==> config.mk <==
export PLATFORM = sky130hd
export DESIGN_NAME = tff_seq
export DESIGN_NICKNAME = d
export VERILOG_FILES = /design/src/rtl/tff_seq.sv
export SDC_FILE = /design/constraint.sdc
export NUM_CORES = 1
export LEC_CHECK = 0
export CORE_MARGIN = 1
export CORE_UTILIZATION = 55
export CTS_CLUSTER_DIAMETER = 100
export DETAILED_ROUTE_END_ITERATION = 8
export GPL_ROUTABILITY_DRIVEN = 0
export PLACE_DENSITY = 0.8
export SETUP_SLACK_MARGIN = 0.3
export SLEW_MARGIN = 20
export SYNTH_ARGS = -nofsm -noshare
export SYNTH_HDL_FRONTEND = slang
export SYNTH_SLANG_ARGS = --single-unit
==> constraint.sdc <==
create_clock -name clk -period 4.15 [get_ports clk]
set_input_delay 0.83 -clock clk [delete_from_list [all_inputs] [get_ports clk]]
set_output_delay 0.83 -clock clk [all_outputs]
set_load 0.05 [all_outputs]
==> src/rtl/tff_seq.sv <==
// Sequencer for a downstream toggle-flip-flop cell: reset pulse, a burst of
// write (toggle) pulses, then a read window that captures the cell state.
module tff_seq #(
  parameter int RST_CYC = 4,
  parameter int GAP_CYC = 1,
  parameter int RD_CYC  = 4
) (
  input  logic       clk,
  input  logic       rstb,
  input  logic       start,
  input  logic [7:0] count,
  output logic       busy,
  output logic       done,
  output logic       tff_rstb,
  output logic       tff_we,
  output logic       tff_re,
  input  logic       tff_out,
  input  logic       tff_carry,
  output logic       result,
  output logic [7:0] carry_cnt
);

  typedef enum logic [2:0] {
    IDLE  = 3'd0,
    RST   = 3'd1,
    WR_HI = 3'd2,
    WR_LO = 3'd3,
    READ  = 3'd4,
    DONE  = 3'd5
  } state_t;

  localparam logic [3:0] RST_LAST = 4'(RST_CYC - 1);
  localparam logic [3:0] GAP_LAST = 4'(GAP_CYC - 1);
  localparam logic [3:0] RD_LAST  = 4'(RD_CYC - 1);

  state_t     state_q, state_d;
  logic [3:0] cyc_q, cyc_d;
  logic [7:0] rem_q, rem_d;

  logic       busy_q, busy_d;
  logic       done_q, done_d;
  logic       tff_rstb_q, tff_rstb_d;
  logic       tff_we_q, tff_we_d;
  logic       tff_re_q, tff_re_d;

  logic       out_q, out_d;
  logic       carry_q, carry_d;
  logic       carry_prev_q, carry_prev_d;
  logic       re_dly_q, re_dly_d;
  logic       result_q, result_d;
  logic [7:0] carry_cnt_q, carry_cnt_d;

  logic       accept;
  logic       carry_edge;
  logic       carry_window;

  assign accept       = (state_q == IDLE) && start;
  assign carry_edge   = carry_q && !carry_prev_q;
  assign carry_window = (state_q == WR_HI) || (state_q == WR_LO) || (state_q == READ);

  always_ff @(posedge clk) begin
    if (rstb) begin
      state_q <= IDLE;
      cyc_q   <= '0;
      rem_q   <= '0;
    end else begin
      state_q <= state_d;
      cyc_q   <= cyc_d;
      rem_q   <= rem_d;
    end
  end

  // cyc_q counts cycles already spent in the current timed state
  always_comb begin
    state_d = state_q;
    cyc_d   = cyc_q;
    rem_d   = rem_q;
    case (state_q)
      IDLE: begin
        if (start) begin
          state_d = RST;
          cyc_d   = '0;
          rem_d   = count;
        end
      end
      RST: begin
        if (cyc_q == RST_LAST) begin
          state_d = (rem_q != 8'd0) ? WR_HI : READ;
          cyc_d   = '0;
        end else begin
          cyc_d = cyc_q + 4'd1;
        end
      end
      WR_HI: begin
        rem_d   = rem_q - 8'd1;
        state_d = WR_LO;
        cyc_d   = '0;
      end
      WR_LO: begin
        if (cyc_q == GAP_LAST) begin
          state_d = (rem_q != 8'd0) ? WR_HI : READ;
          cyc_d   = '0;
        end else begin
          cyc_d = cyc_q + 4'd1;
        end
      end
      READ: begin
        if (cyc_q == RD_LAST) begin
          state_d = DONE;
          cyc_d   = '0;
        end else begin
          cyc_d = cyc_q + 4'd1;
        end
      end
      DONE: begin
        state_d = IDLE;
      end
      default: begin
        state_d = IDLE;
        cyc_d   = '0;
      end
    endcase
  end

  // Outputs are decoded from the next state so the registered copies line up with state_q
  always_comb begin
    busy_d     = (state_d != IDLE);
    done_d     = (state_d == DONE);
    tff_rstb_d = (state_d == RST);
    tff_we_d   = (state_d == WR_HI);
    tff_re_d   = (state_d == READ);
  end

  always_ff @(posedge clk) begin
    if (rstb) begin
      busy_q     <= 1'b0;
      done_q     <= 1'b0;
      tff_rstb_q <= 1'b0;
      tff_we_q   <= 1'b0;
      tff_re_q   <= 1'b0;
    end else begin
      busy_q     <= busy_d;
      done_q     <= done_d;
      tff_rstb_q <= tff_rstb_d;
      tff_we_q   <= tff_we_d;
      tff_re_q   <= tff_re_d;
    end
  end

  // Cell outputs are sampled once; re_dly_q marks which out_q samples belong to the read window
  always_comb begin
    out_d        = tff_out;
    carry_d      = tff_carry;
    carry_prev_d = carry_q;
    re_dly_d     = tff_re_q;
    result_d     = result_q;
    carry_cnt_d  = carry_cnt_q;
    if (accept) begin
      result_d    = 1'b0;
      carry_cnt_d = '0;
    end else begin
      if (re_dly_q) begin
        result_d = result_q | out_q;
      end
      if (carry_window && carry_edge && (carry_cnt_q != 8'hFF)) begin
        carry_cnt_d = carry_cnt_q + 8'd1;
      end
    end
  end

  always_ff @(posedge clk) begin
    if (rstb) begin
      out_q        <= 1'b0;
      carry_q      <= 1'b0;
      carry_prev_q <= 1'b0;
      re_dly_q     <= 1'b0;
      result_q     <= 1'b0;
      carry_cnt_q  <= '0;
    end else begin
      out_q        <= out_d;
      carry_q      <= carry_d;
      carry_prev_q <= carry_prev_d;
      re_dly_q     <= re_dly_d;
      result_q     <= result_d;
      carry_cnt_q  <= carry_cnt_d;
    end
  end

  assign busy      = busy_q;
  assign done      = done_q;
  assign tff_rstb  = tff_rstb_q;
  assign tff_we    = tff_we_q;
  assign tff_re    = tff_re_q;
  assign result    = result_q;
  assign carry_cnt = carry_cnt_q;

endmodule

; Yosys cells after proc, flatten, opt, wreduce, memory -nomap -nowiden
; Cells that the tools add are included.
[word_totals]
input_bits = 13
output_inout_bits = 14
ff_bits = 33
[op_classes]
eq_ne = 12
n_reduce_logical = 16
n_addsub = 3
muxes = 12
bitwise_logic = 2
[ops]
columns = op, count
row1 = $pmux 4 s4, 1
row2 = $pmux 8 s2, 1
row3 = $mux 3, 5
row4 = $pmux 3 s5, 1
row5 = $eq 3x3->1 const B, 4
row6 = $mux 4, 3
row7 = $eq 3x2->1 const B, 3
row8 = $add 8x1->8 const B, 1
row9 = $mux 8, 1
row10 = $ne 8x8->1 const B, 1
row11 = $reduce_bool 8->1, 1
row12 = $sub 8x1->8 const B, 1
row13 = $eq 3x1->1 const B, 2
row14 = $add 4x1->4 const B, 1
row15 = $eq 4x2->1 const B, 1
row16 = $logic_and 1x1->1, 4
row17 = $logic_not 4->1, 1
row18 = $reduce_and 2->1, 2
row19 = $reduce_or 2->1, 2
row20 = $logic_not 3->1, 1
row21 = $reduce_bool 3->1, 1
row22 = $logic_or 1x1->1, 2
row23 = $ne 2x2->1 const B, 1
row24 = $reduce_bool 2->1, 1
row25 = other kinds (3), 3

; Depth between registers and ports, before layout
[logic_depth]
ltp_word = 5
ltp_mapped = 6

; Least setup slack after synthesis
; No wires, ideal clock.
[synth_path]
path_type = input-to-reg
from = input port start
to = register carry_cnt_q[6], in the netlist carry_cnt[6]
t_required_ns = 4.090
path_stages = 6
path_slack_ns = 2.218
arrival_time_ns = 1.872
path_cell_list = or4b_1 -> buf_2 -> nand2b_1 -> buf_2 -> or4_1 -> nand2_1
[synth_via]
elab_chain_len = 2
[synth_rtl]
columns = element, line_no
row1 = "start, declared", 10  ; input logic start,
row2 = $logic_and 1x1->1, 57  ; assign accept = (state_q == IDLE) && start;
row3 = $reduce_or 2->1 (no source line), n/a
row4 = "end signal, assigned", 185  ; carry_cnt_q <= carry_cnt_d;
row5 = "end, declared", 51  ; logic [7:0] carry_cnt_q, carry_cnt_d;
; No other way between the ends.
; A chain may end at the register's enable or synchronous reset.

; Worst setup path after layout
[layout_path]
from = register carry_cnt_q[3], in the netlist carry_cnt[3]
to = output port carry_cnt[3]
[layout_rtl]
columns = element, line_no
row1 = "end, declared", 20  ; output logic [7:0] carry_cnt
; No word-level cell between the ends.

==> run_results.csv <==
group,metric,value,unit
run_status,status,"finished with violations",
run_status,violations,"DRC",
synth,async_reset_ff_frac,0,
place,dp_slack,1.551,ns
die,die_w,57.13,um
critical_path,path_buf_inv,1,
cts,clkSinkCount,33,
sta,finClkSkew,0.004067,ns
sta,hold_slack,0.4761,ns
die,num_io_pins,27,
critical_path,required,3.32,ns
global_routing,antenna_found_initial,0,
synth,synth_cell_types,49,
sta,setup_viol,0,
die,fp.dieH,57.13,um
sta,hold_violations,0,
place,hpwlAfterDp,2635,um
critical_path,critPathLaunch,"carry_cnt[3]",
routing,vias_per_cell,6.165,
pwr,clockPowerShare,0.413,
critical_path,cp_top_family,"buffers and inverters",
sta,slew_viol_final,0,
cells_and_area,n_antenna_cell,0,
global_routing,grt_pass1_vias,1341,
critical_path,ff2ff_setup_slack,2.12,ns
die,fp.dieArea,3264,sq um
die,core,2829,sq um
die,rows,19,
global_routing,grt_first_pass_wirelength,5906,um
critical_path,r2r-end,"carry_cnt[5]",
synth,ys_seq_elements,33,
pwr,vdd_drop_max,0.3466,mV
routing,antenna_left,0,
critical_path,cp-start-kind,"flip-flop",
synth,yosysWarnings,0,
global_routing,grt_usage,0.2385,
cts,cts_resized,0,
sta,timing.final.crit_share,0.5989,
sta,slew-limit-headroom,0.6253,
pwr,pwr-share-seq,0.471,
sta,finalCriticalPeriod,2.485,ns
cells_and_area,drive_above_1_share,0.07798,
cts,cts_made_buffers,5,
synth,syn_inst,190,
cells_and_area,fill_cells,224,
critical_path,cp-endpoint,"carry_cnt[3]",
die,start_util,0.5909,
routing,routed_wl,3629,um
worst_hold_path,hold_path.class,"reg -> reg",
routing,detail_route.wl_per_cell,14.57,um
synth,synth_top_area_cell,"dfxtp_1",
cts,cts_tree,"yes",
synth,synth_flop_cell,"dfxtp_1",
cells_and_area,layout_commonest_cell,"dfxtp_1",
cts,cts_root_buf,"clkbuf_4",
pwr,comb_power_share,0.116,
synth,ys_seq_area_frac,0.3952,
flow_run,max_cap_viol_count,0,
cts,clk_latency,0.34,ns
critical_path,crit_cells,1,
cts,post_cts_buffers,0,
cts,hold_buffers,0,
critical_path,rr_worst_depth,4,
cells_and_area,mostFrequentLayoutCells,"dfxtp_1 (33), clkdlybuf4s50_1 (26), nor2_1 (17)",
critical_path,crit_slowest_cell,"clkdlybuf4s50_1",
cells_and_area,multi_input_area,952.2,sq um
global_routing,grt_max_degree,23,
routing,via_count,1535,
cts,cts_max_path_buffers,2,
sta,finalSetupTns,0,ns
synth,synth_top_area_frac,0.3952,
critical_path,arrival,1.66,ns
synth,synth.cell_area,1672,sq um
routing,drt_first_pass_iters,6,
sta,worst_pin_slew,0.5613,ns
sta,fmax,0.4023,GHz
pwr,switchingPower,0.1684,mW
synth,yosys-top-cells-area,"dfxtp_1 (40%), nor2_1 (3.8%), a21oi_1 (3.6%), nor2b_1 (3.4%), ha_1 (3.0%)",
global_routing,grt_overflow,0,
synth,synthesis.nets,207,
cts,htree_levels,2,
critical_path,slowest_delay,0.85,ns
pwr,powerDensity,352.2,nW/um^2
sta,rsz0062_at_grt,"no",
critical_path,path_class,"reg -> out",
routing,drtIter0Drc,78,
critical_path,regToRegStartpoint,"state_q[2]",
place,io_buffers,26,
pwr,internal_power,0.5529,mW
synth,synth_edf_count,0,
critical_path,path_cells,"clkdlybuf4s50_1",
cells_and_area,syn2layout_area_growth,22.53,%
cells_and_area,nets,234,
pwr,p_sw_frac,0.2335,
critical_path,crit_path_max_fanout,8,
critical_path,end_kind,"output pin",
cts,clkTransAtPathRegs,0.10,ns
worst_hold_path,min_from,"re_dly_q",
pwr,p_leak,0.7674,nW
sta,postLayoutSetupSlackWorst,1.665,ns
synth,syn_avg_cell_area,8.798,sq um
cells_and_area,seqCellArea,660.6,sq um
routing,drc_errors,4,
## per-layer routing
layer / track usage / up-vias / wire length, um
li1: - / 771 / -
met1: 0.2835 / 714 / 1668
met2: 0.4017 / 45 / 1735
met3: 0.06576 / 5 / 160
met4: 0.1080 / 0 / 63
met5: 0 / - / 0
## metrics by stage
stage	area (sq um)	util	instances	total power, mW
2_1_floorplan	1672	-	190	0.4022
3_3_place_gp	1946	0.6877	241	0.4264
3_5_place_dp	1946	0.6877	241	0.4299
4_1_cts	2048	0.7240	249	0.7262
5_1_grt	2048	0.7240	249	0.7507
6_report	2048	0.7240	249	0.7213
## registers in the layout, indices dropped and copies added (netlist names)
name and cells:
carry_cnt 8, rem_q 8, cyc_q 4, state_q 3, busy 1, carry_prev_d 1
carry_prev_q 1, done 1, out_q 1, re_dly_q 1, result 1, tff_re 1
tff_rstb 1, tff_we 1
## worst min path at each step
stage | end | slack [ns] | depth (start not counted)
6_report | result | 0.48 | 2
4_1_cts | result | 0.48 | 2
3_5_place_dp | result | 0.45 | 2
3_3_place_gp | carry_prev_q | 0.45 | 1
5_1_grt | carry_prev_q | 0.49 | 1
2_1_floorplan | carry_prev_q | 0.43 | 1
## cell usage after synthesis (3+ instances only)
master and count:
nand2_1 10, nand4_1 3, a31oi_1 5, a21oi_1 12, ha_1 4, nor2_1 17
nor3_1 5, or3_1 4, or4_1 3, and2_1 3, o211ai_1 4, a211oi_1 3
o21ai_0 6, nand2b_1 4, inv_1 7, nor3b_1 4, nand3_1 4, nor2b_1 9
dfxtp_1 33, o311ai_0 3, buf_2 5, and3_1 3
## final cells by class
| type | instances | share of cell area |
|---|---|---|
| timing repair buffer | 27 | 0.1307 |
| inverter | 7 | 0.01283 |
| tap | 31 | 0.01894 |
| sequential | 33 | 0.3225 |
| multi-input combinational | 143 | 0.4649 |
| clock buffer | 5 | 0.01833 |
| clock inverter | 3 | 0.03177 |
## logic make-up after synthesis
family                     count (synthesis)  share of synthesized area
and+or+nand+nor                           84                     0.3039
AOI/OAI and AO/OA                         52                     0.2178
DFF                                       33                     0.3952
buffers and inverters                     14                    0.03518
adders and majority gates                  4                    0.02994
muxes                                      2                    0.01272
xor gates and xnor gates                   1                   0.005240
## power by group through the flow
stage,clock network (mW),logic (mW),registers (mW)
2_1_floorplan,0,0.0534,0.349
3_3_place_gp,0,0.0804,0.346
3_5_place_dp,0,0.0829,0.347
4_1_cts,0.303,0.0835,0.340
5_1_grt,0.317,0.0921,0.342
6_report,0.298,0.0838,0.340
Power figures use the tool's default switching activity.
